## config.mk

```make
export PLATFORM = sky130hd
export DESIGN_NAME = tick_divider_bank
export DESIGN_NICKNAME = d
export VERILOG_FILES = /design/src/rtl/tick_pkg.sv /design/src/rtl/tick_channel.sv /design/src/rtl/tick_divider_bank.sv
export SDC_FILE = /design/constraint.sdc
export NUM_CORES = 1
export LEC_CHECK = 0
export BUFFER_PORTS_ARGS = -buffer_cell sky130_fd_sc_hd__buf_2
export CAP_MARGIN = 40
export CORE_UTILIZATION = 63
export CTS_CLUSTER_DIAMETER = 150
export DETAILED_ROUTE_END_ITERATION = 10
export HOLD_SLACK_MARGIN = 0.06
export PLACE_DENSITY = 0.81
export SLEW_MARGIN = 30
export SYNTH_ARGS = -nofsm -noshare
export SYNTH_HDL_FRONTEND = slang
export SYNTH_HIERARCHICAL = 1
export SYNTH_SLANG_ARGS = --single-unit
```

## constraint.sdc

```tcl
create_clock -name clk -period 4.5 [get_ports clk]
set_input_delay 0.675 -clock clk [delete_from_list [all_inputs] [get_ports clk]]
set_output_delay 0.675 -clock clk [all_outputs]
set_load 0.01 [all_outputs]
```

## src/rtl/tick_pkg.sv

```systemverilog
// Shared constants and helpers for the tick divider bank.
package tick_pkg;

  localparam int unsigned CNT_W_DEF        = 32;
  localparam int unsigned MAX_NUM_CH       = 8;
  localparam int unsigned DIV_10KHZ_TOGGLE = 5_000;
  localparam int unsigned DIV_1HZ_TOGGLE   = 50_000_000;

  // Index width that never collapses to zero bits for a single channel.
  function automatic int unsigned idx_w(int unsigned n);
    return (n > 1) ? $clog2(n) : 1;
  endfunction

  localparam int unsigned CH_IDX_W = idx_w(MAX_NUM_CH);

endpackage

```

## src/rtl/tick_channel.sv

```systemverilog
// One divider channel: counter, active/pending divisor, registered strobe and toggle.
module tick_channel
  import tick_pkg::*;
#(
  parameter int unsigned     CntW    = CNT_W_DEF,
  parameter logic [CntW-1:0] DivInit = '0
) (
  input  logic            clk_i,
  input  logic            rst_ni,
  input  logic            en_i,
  input  logic            clr_i,
  input  logic            adv_i,
  input  logic            wr_i,
  input  logic [CntW-1:0] wr_data_i,
  output logic            strobe_o,
  output logic            toggle_o
);

  logic [CntW-1:0] cnt_q, cnt_d;
  logic [CntW-1:0] act_q, act_d;
  logic [CntW-1:0] pend_q, pend_d;
  logic            strobe_q, strobe_d;
  logic            toggle_q, toggle_d;
  logic            halted;
  logic            wrap;

  always_comb begin
    halted   = (act_q == '0);
    wrap     = en_i && adv_i && !halted && (cnt_q == act_q - CntW'(1));
    cnt_d    = cnt_q;
    act_d    = act_q;
    pend_d   = wr_i ? wr_data_i : pend_q;
    strobe_d = 1'b0;
    toggle_d = toggle_q;
    // Loading from pend_d makes a same-cycle write bypass straight into the divisor.
    if (clr_i) begin
      cnt_d    = '0;
      toggle_d = 1'b0;
      act_d    = pend_d;
    end else if (wrap) begin
      cnt_d    = '0;
      strobe_d = 1'b1;
      toggle_d = ~toggle_q;
      act_d    = pend_d;
    end else begin
      if (en_i && adv_i && !halted) begin
        cnt_d = cnt_q + CntW'(1);
      end
      if (halted && wr_i && (wr_data_i != '0)) begin
        act_d = wr_data_i;
      end
    end
  end

  always_ff @(posedge clk_i or negedge rst_ni) begin
    if (!rst_ni) begin
      cnt_q    <= '0;
      act_q    <= DivInit;
      pend_q   <= DivInit;
      strobe_q <= 1'b0;
      toggle_q <= 1'b0;
    end else begin
      cnt_q    <= cnt_d;
      act_q    <= act_d;
      pend_q   <= pend_d;
      strobe_q <= strobe_d;
      toggle_q <= toggle_d;
    end
  end

  assign strobe_o = strobe_q;
  assign toggle_o = toggle_q;

endmodule

```

## src/rtl/tick_divider_bank.sv

```systemverilog
// Multi-channel programmable tick generator with runtime-loadable divisors.
// Define TICK_CASCADE_EN to clock channel k>0 from the strobe of channel k-1.
module tick_divider_bank
  import tick_pkg::*;
#(
  parameter int unsigned              NUM_CH   = 2,
  parameter int unsigned              CNT_W    = CNT_W_DEF,
  parameter logic [NUM_CH*CNT_W-1:0]  DIV_INIT = {32'(DIV_1HZ_TOGGLE), 32'(DIV_10KHZ_TOGGLE)}
) (
  input  logic                      clk,
  input  logic                      rst_n,
  input  logic [NUM_CH-1:0]         ch_en,
  input  logic [NUM_CH-1:0]         ch_clr,
  input  logic                      div_wr,
  input  logic [idx_w(NUM_CH)-1:0]  div_sel,
  input  logic [CNT_W-1:0]          div_data,
  output logic [NUM_CH-1:0]         strobe,
  output logic [NUM_CH-1:0]         toggle
);

  logic [NUM_CH-1:0] wr_hit;
  logic [NUM_CH-1:0] adv;

  for (genvar k = 0; k < NUM_CH; k++) begin : g_ch
    // Out-of-range selects simply match no channel.
    assign wr_hit[k] = div_wr && (CH_IDX_W'(div_sel) == CH_IDX_W'(k));

`ifdef TICK_CASCADE_EN
    if (k == 0) begin : g_adv_clk
      assign adv[k] = 1'b1;
    end else begin : g_adv_prev
      assign adv[k] = strobe[k-1];
    end
`else
    assign adv[k] = 1'b1;
`endif

    tick_channel #(
      .CntW    (CNT_W),
      .DivInit (DIV_INIT[k*CNT_W +: CNT_W])
    ) u_ch (
      .clk_i     (clk),
      .rst_ni    (rst_n),
      .en_i      (ch_en[k]),
      .clr_i     (ch_clr[k]),
      .adv_i     (adv[k]),
      .wr_i      (wr_hit[k]),
      .wr_data_i (div_data),
      .strobe_o  (strobe[k]),
      .toggle_o  (toggle[k])
    );
  end

endmodule

```

# == Word level (Yosys, flattened, before mapping) ==
# Index checks and enable logic that the tools add are counted.
# totals
register_bits,196
in_bits,40
wordCells,62
out_inout_bits,4
# op_classes
reduce_logical,21
bitwise,3
muxes,22
add_sub_neg,4
n_eq_ne,2
# op_table
cell,count
$mux W32,14
$add A32 B1 Y32 const B,2
$eq A32 B32 Y1,2
$logic_not A32 Y1,2
$sub A32 B1 Y32 const B,2
$reduce_bool A32 Y1,1
$reduce_bool A3 Y1,4
$logic_and A1 B1 Y1,10
$mux W1,8
$reduce_bool A2 Y1,2
$not A1 Y1,3
$logic_not A1 Y1,2

# == Depth between registers and ports, before layout ==
# Gate-level depths: netlist of run 1.
# logic_depth
word_depth,7
depth_mapped,14
depth_no_buf,10

# == By module ==
# The synthesis of run 1 kept the hierarchy.
# modules_own_cells
mod,cells_each,n_inst,area_per_inst_um2,seq_area_each_um2
tick_channel at g_ch[1].u_ch,547,1,5835.6,2482.4
tick_channel at g_ch[0].u_ch,578,1,5785.5,2464.9
tick_divider_bank,3,1,20.0,0.0

# == Worst setup path after synthesis of run 1 ==
# No wires, ideal clock.
# synth_path
kind,reg-to-reg
start,register g_ch[1].u_ch.act_q[14]
end,register g_ch[1].u_ch.act_q[26]
path_slack_ps,1251
period_less_slack_ps,3249
required_time_ps,4373
n_path_buf,3
t_arrival_ps,3121
setup_ps,127
stages_incl_launch_ff,12
path_cell_list,dfstp_2 -> clkbuf_1 -> or4_4 -> or4_4 -> a2111oi_4 -> o22ai_1 -> nor4_2 -> nand4_1 -> o21bai_2 -> buf_6 -> buf_8 -> mux2_1
# synth_between
elab_chain_cells,6
word_cells_on_any_way,11
classes_between,add/sub (1); eq/ne (1); mux (2); reduce/logical (7)
# synth_rtl
item,line_no,rtl
"start, declared",tick_channel.sv:20,"logic [CntW-1:0] act_q, act_d;"
"start signal, assigned",tick_channel.sv:58,act_q <= DivInit;
"start signal, assigned",tick_channel.sv:64,act_q <= act_d;
branches (longest 6 deep; another with $sub A32 B1 Y32),-,
# Parallel ways; which one is timed is not known.
# A chain may end at the register's enable or synchronous reset.

# == Worst setup path after layout of run 1 ==
# layout_path
start,register g_ch[1].u_ch.act_q[0]
end,register g_ch[1].u_ch.act_q[3]
# The elaborated chain is that of the path after synthesis.

==> results of run 1 <==
report_power, final:
group,switching [mW],internal [mW],total (mW),leakage (nW)
Combinational,0.422,0.430,0.853,2.50
Clock,0.666,0.949,1.62,0.308
Sequential,0.240,1.99,2.23,2.40
through the flow:
step	cell area, µm²	hold WS [ns]
global placement	12000	0.479
floorplan	11600	0.379
detailed placement	12000	0.485
finish	12700	0.172
global route	12700	0.191
CTS	12700	0.187
worst paths after layout:
path,depth (start not counted),from,to,slack (ns)
setup / recovery,11,g_ch[1].u_ch/act_q[0],g_ch[1].u_ch/act_q[3],0.43
hold / removal,1,rst_n,g_ch[0].u_ch/cnt_q[21],0.17
setup reg to reg,11,g_ch[1].u_ch/act_q[0],g_ch[1].u_ch/act_q[3],0.43
hold reg to reg,1,g_ch[0].u_ch/pend_q[19],g_ch[0].u_ch/pend_q[19],0.50
max in group asynchronous,3,rst_n,g_ch[1].u_ch/pend_q[12],3.18
min in group clk,2,ch_clr[1],g_ch[1].u_ch/toggle_o,0.44
metal layers:
layer | part of all wire, % | routed length [µm] | vias to the layer above | GRT usage (%)
li1 | - | - | 4156 | -
met1 | 45 | 12600 | 4504 | 43.9
met2 | 47 | 13300 | 369 | 47.5
met3 | 7.0 | 1980 | 42 | 5.56
met4 | 1.3 | 361 | 0 | 7.31
met5 | 0 | 0 | - | 0
cells in the mapped netlist (all sizes together), types with 10 or more instances:
cell,n
a211o,31
nor3,28
xnor2,77
and3,19
dfrtp,162
nand4,32
buf,20
xor2,62
and4,14
and2,11
dfstp,34
mux2,100
o22a,30
inv,13
clkbuf,49
o21ai,13
nand2,50
nor2,111
a21o,30
nand3,37
nor4,45
nor2b,10
state kept, by name, indices dropped and copies added (netlist names):
name	count
g_ch.u_ch/act_q	64
g_ch.u_ch/strobe_o	2
g_ch.u_ch/toggle_o	2
g_ch.u_ch/cnt_q	64
g_ch.u_ch/pend_q	64
critical path, delay by kind of cell (launching register included):
| kind | cells | cell delay, ns |
|---|---|---|
| buf+inv | 2 | 0.50 |
| flops | 1 | 0.45 |
| simple gates | 5 | 2.02 |
| mux | 1 | 0.39 |
| compound gates | 2 | 0.32 |
| fa+ha+maj | 1 | 0.27 |
logic make-up (layout without fill, tap and decap cells):
family	after synthesis	count (layout)	share of synthesized area [%]
xor gates and xnor gates	139	139	10.5
muxes	106	106	10.8
buffers and inverters	82	109	3.40
adders and majority gates	6	6	0.645
and+or+nand+nor	421	421	20.0
other	1	3	0.0322
DFF	196	196	42.5
AOI/OAI and AO/OA	177	177	12.1
cell type report:
cell class                      instances  area, µm²
Fill cell                            1370       5340
Clock inverter                         12        179
Tap cell                              229        287
Sequential cell                       196       4950
Clock buffer                           20        447
Multi-Input combinational cell        852       6330
Inverter                               13       48.8
Timing Repair Buffer                   64        447
==> out/metrics.csv, run 1 <==
stage,metric,value,unit
floorplan,die-area,0.0190,mm²
floorplan,coreArea,0.0180,mm²
route,postRouteAntennaNets,0,
route,drt-total-wl,28200,µm
logic_synthesis,syn_inst,1128,
clock_network,numCtsBuffers,17,
timing,setup_viol,0,
power_and_ir_drop,p_leak,5.21,nW
logic_synthesis,syn_area,0.0116,mm²
hold_path,hold_class,primary input to async pin,
layout,antenna_cells,0,
clock_network,post_cts_resize_count,0,
layout,final_common_cell,dfrtp_1,
route,dr.pass1.iters,8,
timing,post-route-min-period,4.07,ns
logic_synthesis,synth_edf_count,0,
logic_synthesis,yosysUniqueCellTypes,78,
place,port-buffer-count,43,
place,dp.cells,1353,
grt,antenna_found_initial,0,
layout,nets,1190,
critical_path,path_max_fanout,21,
route,routedWlPerCell,20.3,µm
timing,hold_viol,0,
place,place_ws,0.533,ns
layout,final_util,70.4,%
floorplan,die_w,138,µm
floorplan,dieHeight,138,µm
logic_synthesis,synth_ff_type,dfrtp_1,
layout,finalNonFillerCells,1386,
logic_synthesis,async_reset_ff_share,100,%
clock_network,cts_hold_buffers,0,
clock_network,cts_setup_buffers,0,
timing,fin_setup_tns,0,ns
logic_synthesis,synth_area_leader_cell,dfrtp_1,
grt,grt_first_pass_wirelength,44700,µm
clock_network,clk_pin_slew,0.07,ns
clock_network,cts_tree,built,
power_and_ir_drop,p_per_area,370,mW/mm²
grt,grt_max_degree,82,
critical_path,start_kind,register,
clock_network,cts.sinks,196,
route,viasPerCell,6.54,
logic_synthesis,synth_top_cell_area_share,34.8,%
critical_path,critPathKind,register to register,
run,cap_violations,0,
critical_path,cp_slowest_stage_delay,0.67,ns
critical_path,critPathRequiredTime,4.82,ns
logic_synthesis,ys_top_cells_by_area,"dfrtp_1 (35%), dfstp_2 (7.7%), mux2_2 (7.2%)",
floorplan,ioPinCount,44,
timing,maxSlewHeadroom,46.2,%
timing,maxSlewViolCount,0,
clock_network,worst_skew_pair.late_latency,0.43,ns
floorplan,rows,49,
route,vias,9071,
power_and_ir_drop,ir_worst_vdd,404,µV
place,gp_congestion,0.916,
critical_path,crit_top_cell,and4_1,
power_and_ir_drop,power.total,4.69,mW
logic_synthesis,yosysWarnings,6,
critical_path,cp_cell_sequence,"inv_1, ha_1, nor3b_1, and4_1, and4_1, o2bb2ai_1, nor4_2, nand4_1, o21bai_4, buf_4, mux2_2",
critical_path,arrival,4.39,ns
clock_network,clock-root-buffer,clkbuf_16,
layout,syn_to_final_growth,8.94,%
route,drt-initial-drc-count,847,
layout,final_cell_mix,"dfrtp_1 (162), nor2_1 (110), xnor2_1 (77)",
logic_synthesis,synth-seq-cells,196,
timing,worstMarginPinSlew,0.807,ns
timing,fmax,245,MHz
logic_synthesis,yosysSeqAreaShare,42.5,%
grt,grt_use_total,30.4,%
timing,finalCritPeriodShare,90.6,%
logic_synthesis,synth.avg_cell_area,10.3,µm²
layout,layout-drive-gt1-share,21.2,%
timing,timing.final.ws_setup,0.425,ns
timing,fin_skew,0.00801,ns
grt,grt_pass1_vias,8492,
clock_network,clk_path_buf_depth,2,
grt,grt.overflow.total,0,
outcome,status,completed,
route,drcViolationCount,0,
clock_network,htreeDepth,4,
timing,rsz0062_at_grt,false,
place,place_hpwl,19400,µm
critical_path,crit_path_end_kind,register,
floorplan,initial_core_util,64.6,%
critical_path,crit_slowest_cell,nor3b_1,
Note: power is estimated with default switching activity, not from simulation.
==> inputs of run 2 (changes only) <==
--- a/config.mk
+++ b/config.mk
@@ -7,11 +7,13 @@
 export LEC_CHECK = 0
 export BUFFER_PORTS_ARGS = -buffer_cell sky130_fd_sc_hd__buf_2
 export CAP_MARGIN = 40
-export CORE_UTILIZATION = 63
+export CELL_PAD_IN_SITES_DETAIL_PLACEMENT = 2
+export CELL_PAD_IN_SITES_GLOBAL_PLACEMENT = 2
+export CORE_UTILIZATION = 42
 export CTS_CLUSTER_DIAMETER = 150
 export DETAILED_ROUTE_END_ITERATION = 10
 export HOLD_SLACK_MARGIN = 0.06
-export PLACE_DENSITY = 0.81
+export PLACE_DENSITY_LB_ADDON = 0.1
 export SLEW_MARGIN = 30
 export SYNTH_ARGS = -nofsm -noshare
 export SYNTH_HDL_FRONTEND = slang
==> run 2 against run 1 <==
Cell count grew 11%; critical path depth did not move; clock skew up 0.011 ns; utilization fell by 23 points; clock-buffer cell count shrank 2; largest cell class unchanged; largest power group unchanged.
==> out/metrics.csv, run 2 (synthesized netlist as in run 1, its figures left out) <==
stage,metric,value,unit,change
clock_network,worst_skew_pair.late_latency,0.45,ns,+0.02 ns
route,drt-initial-drc-count,497,,-41%
place,gp_congestion,0.831,,-9.3%
clock_network,clk_pin_slew,0.07,ns,about the same
critical_path,r2r_cells,11,,unchanged
grt,grt_max_degree,91,,+11%
critical_path,crit_path_end_kind,register,,
layout,reg_top3,"g_ch.u_ch/act_q (64), g_ch.u_ch/cnt_q (64), g_ch.u_ch/pend_q (64)",,
critical_path,arrival,4.32,ns,-0.07 ns
floorplan,coreArea,0.0271,mm²,+50%
critical_path,cp_cell_sequence,"inv_1, ha_1, nor3b_1, and4_1, and4_1, o2bb2ai_1, nor4_2, nand4_1, o21bai_4, buf_12, mux2_2",,
critical_path,cpLargestDelayFamily,simple AND/OR/NAND/NOR gates,,
route,vias,9193,,+1.3%
timing,fin_setup_tns,0,ns,unchanged
timing,maxSlewViolCount,0,,unchanged
critical_path,crit_slowest_cell,and4_1,,
power_and_ir_drop,p_per_area,366,mW/mm²,-1.0%
layout,nets,1198,,+0.67%
clock_network,cts.sinks,196,,unchanged
timing,rsz0062_at_grt,false,,
critical_path,timing.rr.start,g_ch[1].u_ch/act_q[0],,
route,postRouteAntennaNets,0,,unchanged
clock_network,clk_path_buf_depth,2,,unchanged
place,port-buffer-count,43,,unchanged
timing,post-route-min-period,3.99,ns,-0.0824 ns
route,drcViolationCount,0,,unchanged
layout,finalNonFillerCells,1537,,+11%
place,dp.cells,1505,,+11%
critical_path,crit_buf_inv,2,,unchanged
floorplan,die-area,0.0284,mm²,+49%
power_and_ir_drop,p_leak,5.22,nW,+0.15%
layout,final_common_cell,dfrtp_1,,
layout,final_cell_mix,"dfrtp_1 (162), nor2_1 (110), xnor2_1 (77)",,
grt,grt_first_pass_wirelength,58800,µm,+32%
critical_path,rrSetupSlack,0.51,ns,+0.08 ns
clock_network,clock-root-buffer,clkbuf_16,,
critical_path,critPathKind,register to register,,
critical_path,start_kind,register,,
layout,antenna_cells,0,,unchanged
clock_network,cts_setup_buffers,0,,unchanged
timing,fmax,250,MHz,+2.1%
timing,hold_viol,0,,unchanged
clock_network,cts_hold_buffers,0,,unchanged
clock_network,post_cts_resize_count,0,,unchanged
floorplan,rows,60,,+22%
layout,syn_to_final_growth,10.3,%,
floorplan,dieHeight,168,µm,+22%
layout,layout-drive-gt1-share,22.0,%,+0.80 points
floorplan,ioPinCount,44,,unchanged
grt,antenna_found_initial,0,,unchanged
clock_network,numCtsBuffers,17,,unchanged
route,drt-total-wl,36000,µm,+28%
critical_path,crit_top_cell,and4_1,,
floorplan,initial_core_util,43.0,%,-22 points
grt,grt.overflow.total,0,,unchanged
grt,grt_pass1_vias,10053,,+18%
power_and_ir_drop,ir_worst_vdd,274,µV,-32%
layout,design_area,0.0128,mm²,+1.2%
outcome,status,completed,,
timing,maxSlewHeadroom,47.5,%,+1.3 points
critical_path,path_max_fanout,64,,+200%
grt,grt_use_total,26.7,%,-3.7 points
route,dr.pass1.iters,5,,-3
route,viasPerCell,5.98,,-8.6%
timing,worstMarginPinSlew,0.787,ns,-0.0198 ns
floorplan,die_w,168,µm,+22%
place,place_area,0.0122,mm²,+1.8%
clock_network,htreeDepth,4,,unchanged
route,routedWlPerCell,23.4,µm,+15%
timing,fin_skew,0.0187,ns,+0.0107 ns
timing,setup_viol,0,,unchanged
critical_path,critPathRequiredTime,4.83,ns,about the same
critical_path,cp_slowest_stage_delay,0.59,ns,-0.08 ns
layout,fillers,2862,,+110%
place,place_hpwl,25500,µm,+31%
clock_network,cts_tree,built,,
run,cap_violations,0,,unchanged
critical_path,rr_endpoint,g_ch[1].u_ch/act_q[3],,
timing,finalCritPeriodShare,88.7,%,-1.8 points
hold_path,hold_class,primary input to async pin,,
run 2: changes by cell type in the layout (fill, tap and decap cells not counted), moves of 3 or more:
cell / before / now
buf_4: 17 / 28
bufinv_16: 4 / 1
inv_4: 0 / 3
inv_6: 1 / 4
run 2: layer usage:
layer,wire length [µm],up-vias,GRT usage [%]
met5,0,-,0
met2,17100,135,43.4
met1,17500,4857,37.8
li1,-,4170,-
met4,440,0,6.32
met3,949,31,3.53
run 2: worst reg2reg max path, stage by stage (launching register included):
cell and delay (ns):
dfrtp_1 0.46, inv_1 0.13, ha_1 0.28, nor3b_1 0.49, and4_1 0.59, and4_1 0.28, o2bb2ai_1 0.08, nor4_2 0.27
nand4_1 0.26, o21bai_4 0.24, buf_12 0.35, mux2_2 0.45
run 2: how the worst max path moves through the flow:
stage | from | to | slack, ns | depth (start not counted)
after global placement | g_ch[0].u_ch/act_q[16] | g_ch[0].u_ch/act_q[1] | 0.72 | 9
final | g_ch[1].u_ch/act_q[0] | g_ch[1].u_ch/act_q[3] | 0.51 | 11
after global routing | g_ch[1].u_ch/act_q[0] | g_ch[1].u_ch/act_q[4] | 0.29 | 11
after floorplan | g_ch[1].u_ch/act_q[14] | g_ch[1].u_ch/act_q[26] | 1.25 | 11
after CTS | g_ch[1].u_ch/act_q[0] | g_ch[1].u_ch/act_q[3] | 0.56 | 11
after detailed placement | g_ch[1].u_ch/act_q[0] | g_ch[1].u_ch/act_q[0] | 0.61 | 11
run 2: layout make-up:
| type | count | area, µm² | share of cell area [%] |
|---|---|---|---|
| sequential | 196 | 4950 | 38.5 |
| multi-input combinational | 852 | 6330 | 49.3 |
| clock inverter | 14 | 136 | 1.06 |
| timing repair buffer | 72 | 454 | 3.54 |
| tap | 372 | 465 | 3.63 |
| clock buffer | 18 | 450 | 3.51 |
| inverter | 13 | 48.8 | 0.380 |
run 2: where the power goes:
part | internal (mW) | switching [mW]
clock | 0.814 | 0.755
sequential | 1.98 | 0.254
combinational | 0.431 | 0.464
run 2: stage by stage:
stage	hold WS [ns]	util, %	power [mW]	worst slack, ns
after floorplan	0.379	-	2.82	1.25
after global placement	0.479	45.2	3.09	0.718
after detailed placement	0.485	45.2	3.14	0.611
after CTS	0.307	47.3	4.76	0.561
after global routing	0.317	47.4	4.92	0.287
final	0.261	47.4	4.70	0.507
==> inputs of run 3 (changes only) <==
--- a/config.mk
+++ b/config.mk
@@ -17,5 +17,4 @@
 export SLEW_MARGIN = 30
 export SYNTH_ARGS = -nofsm -noshare
 export SYNTH_HDL_FRONTEND = slang
-export SYNTH_HIERARCHICAL = 1
 export SYNTH_SLANG_ARGS = --single-unit
==> run 3 against run 2 <==
Sequential cell count unchanged; cell count down 5.3%; synthesized cell count is 4.7% lower; non-clock buffer count shrank 14; cell area fell by 1.8%; global-route usage decreased by 2.2 points; setup slack improved by 0.21 ns; highest routed layer unchanged; largest power group unchanged; die area decreased by 1.5%; largest cell class unchanged; register-to-register slack improved by 0.21 ns.
==> out/metrics.csv, run 3 <==
stage,metric,value,unit,change
place,place_area,0.0120,mm²,-2.0%
place,place_hpwl,24000,µm,-5.7%
layout,antenna_cells,0,,unchanged
critical_path,rrSetupSlack,0.72,ns,+0.21 ns
grt,grt_use_total,24.5,%,-2.2 points
critical_path,crit_path_end_kind,register,,
floorplan,die-area,0.0280,mm²,-1.5%
logic_synthesis,ys_top_cells_by_area,"dfrtp_1 (35%), dfstp_2 (7.8%), xnor2_1 (6.6%)",,
hold_path,hold_class,primary input to async pin,,
clock_network,numCtsBuffers,17,,unchanged
clock_network,worst_skew_pair.late_latency,0.44,ns,about the same
logic_synthesis,async_reset_ff_share,100,%,unchanged
critical_path,start_kind,register,,
grt,grt.overflow.total,0,,unchanged
timing,maxSlewViolCount,0,,unchanged
clock_network,cts_hold_buffers,0,,unchanged
timing,finalCritPeriodShare,84.0,%,-4.7 points
logic_synthesis,synth_commonest_cells,"dfrtp_1 (162), nor2_1 (104), xnor2_1 (87)",,
route,viasPerCell,5.77,,-3.6%
route,drcViolationCount,0,,unchanged
critical_path,critPathKind,register to register,,
timing,setup_viol,0,,unchanged
power_and_ir_drop,ir_worst_vdd,229,µV,-16%
layout,reg_top3,"g_ch.u_ch.act_q (64), g_ch.u_ch.cnt_q (64), g_ch.u_ch.pend_q (64)",,
critical_path,arrival,4.10,ns,-0.22 ns
timing,fmax,264,MHz,+5.6%
critical_path,timing.rr.start,g_ch[1].u_ch.act_q[0],,
route,drt-initial-drc-count,360,,-28%
logic_synthesis,synth_ff_type,dfrtp_1,,
grt,antenna_found_initial,0,,unchanged
logic_synthesis,yosysWarnings,0,,-6
logic_synthesis,synth_top_cell_area_share,35.4,%,+0.55 points
power_and_ir_drop,p_leak,5.28,nW,+1.2%
clock_network,post_cts_resize_count,0,,unchanged
timing,rsz0062_at_grt,false,,
critical_path,cp-startpoint,g_ch[1].u_ch.act_q[0],,
layout,syn_to_final_growth,10.0,%,
logic_synthesis,synth_edf_count,0,,unchanged
place,port-buffer-count,43,,unchanged
floorplan,dieHeight,167,µm,-0.77%
logic_synthesis,syn_area,0.0115,mm²,-1.5%
critical_path,path_max_fanout,32,,-50%
critical_path,critPathRequiredTime,4.81,ns,-0.02 ns
grt,grt_max_degree,64,,-30%
route,vias,8397,,-8.7%
logic_synthesis,synth_area_leader_cell,dfrtp_1,,
clock_network,htreeDepth,4,,unchanged
floorplan,initial_core_util,42.6,%,-0.31 points
timing,worstMarginPinSlew,0.655,ns,-0.132 ns
floorplan,die_w,167,µm,-0.77%
floorplan,coreArea,0.0269,mm²,-0.83%
clock_network,clk_path_buf_depth,2,,unchanged
layout,multi_input_area,0.00620,mm²,-2.1%
outcome,status,completed,,
layout,layout-drive-gt1-share,22.2,%,+0.27 points
clock_network,clock-root-buffer,clkbuf_16,,
logic_synthesis,yosysSeqAreaShare,43.2,%,+0.67 points
grt,grt_pass1_vias,9479,,-5.7%
logic_synthesis,syn_inst,1075,,-4.7%
layout,design_area,0.0126,mm²,-1.8%
clock_network,cts_setup_buffers,0,,unchanged
place,gp_congestion,0.824,,-0.85%
layout,final_common_cell,dfrtp_1,,
floorplan,rows,60,,unchanged
grt,grt_first_pass_wirelength,53600,µm,-8.9%
route,dr.pass1.iters,6,,+1
route,drt-total-wl,32600,µm,-9.5%
logic_synthesis,synthMostInstantiatedCell,dfrtp_1,,
timing,hold_viol,0,,unchanged
logic_synthesis,syn_nets,1121,,
floorplan,ioPinCount,44,,unchanged
layout,nets,1148,,-4.2%
logic_synthesis,synth.avg_cell_area,10.7,µm²,+3.3%
logic_synthesis,yosysUniqueCellTypes,77,,-1.3%
route,postRouteAntennaNets,0,,unchanged
logic_synthesis,synth-seq-cells,196,,unchanged
timing,fin_skew,0.0168,ns,-0.00195 ns
layout,final_cell_mix,"dfrtp_1 (162), nor2_1 (104), xnor2_1 (87)",,
timing,fin_setup_tns,0,ns,unchanged
clock_network,cts_tree,built,,
timing,maxSlewHeadroom,56.0,%,+8.5 points
route,routedWlPerCell,22.4,µm,-4.5%
clock_network,cts.sinks,196,,unchanged
layout,seq_area,0.00495,mm²,unchanged
clock_network,clk_pin_slew,0.08,ns,about the same
run,cap_violations,0,,unchanged
power_and_ir_drop,p_per_area,384,mW/mm²,+4.8%
timing,post-route-min-period,3.78,ns,-0.211 ns
layout,fillers,2801,,-2.1%
==> run 3: cell types whose count changed after synthesis, moves of 10 or more <==
cell / before / now
mux2_1: 6 / 34
a21o_1: 30 / 57
nor4_1: 41 / 27
clkbuf_1: 49 / 23
nand3_1: 37 / 47
xnor2_1: 77 / 87
nand4_1: 32 / 18
a211o_1: 31 / 0
o22a_1: 30 / 0
mux2_4: 20 / 30
==> run 3: power by group <==
| part | switching, mW | leakage, nW | internal (mW) | total [mW] |
|---|---|---|---|---|
| Sequential | 0.272 | 2.41 | 2.00 | 2.27 |
| Combinational | 0.502 | 2.57 | 0.483 | 0.985 |
| Clock | 0.750 | 0.300 | 0.833 | 1.58 |
| Total | 1.52 | 5.28 | 3.32 | 4.84 |
==> run 3: worst max-delay path: stages (launching register included) <==
cell and delay, ns:
dfrtp_1 0.44, inv_1 0.14, ha_1 0.33, or4b_4 0.54
nor4_1 0.44, xnor2_1 0.22, nand4_1 0.13, nor3_1 0.31
nand4_2 0.17, nor2_4 0.20, nor2_4 0.04, buf_4 0.31
mux2_4 0.37
==> run 3: layout make-up <==
type / count / share of cell area, %
clock buffer: 20 / 3.70
clock inverter: 12 / 1.09
inverter: 16 / 0.476
multi-input combinational: 813 / 49.2
sequential: 196 / 39.2
tap: 341 / 3.38
timing repair buffer: 58 / 2.93
==> run 3: path summary, 6_finish.rpt <==
| path | end | cells after the start |
|---|---|---|
| max in group asynchronous | g_ch[0].u_ch.act_q[7] | 3 |
| max reg2reg | g_ch[1].u_ch.act_q[18] | 12 |
| min reg2reg | g_ch[0].u_ch.pend_q[17] | 1 |
| min in group clk | g_ch[0].u_ch.pend_q[17] | 1 |
| min | g_ch[1].u_ch.cnt_q[4] | 1 |
| max | g_ch[1].u_ch.act_q[18] | 12 |
==> run 3: cell families after synthesis <==
kind of cell / synth area share [%]
simple gates: 19.1
flops: 43.2
xor+xnor: 11.5
mux: 14.3
compound gates: 8.38
buf+inv: 2.88
fa+ha+maj: 0.742
==> run 3: metrics by stage <==
stage	hold WS (ns)	total power [mW]	utilization, %	worst slack, ns	cells
2_1_floorplan	0.379	2.93	-	1.37	1075
3_3_place_gp	0.472	3.22	44.6	0.803	1423
3_5_place_dp	0.477	3.28	44.7	0.779	1424
4_1_cts	0.181	4.91	46.9	0.684	1456
5_1_grt	0.187	5.07	46.9	0.448	1456
6_report	0.171	4.84	46.9	0.718	1456
==> run 3: layer usage <==
layer | global-route usage (%) | routed length [µm]
met1 | 30.2 | 14300
met2 | 44.6 | 17000
met3 | 2.62 | 504
met4 | 8.26 | 802
met5 | 0 | 0
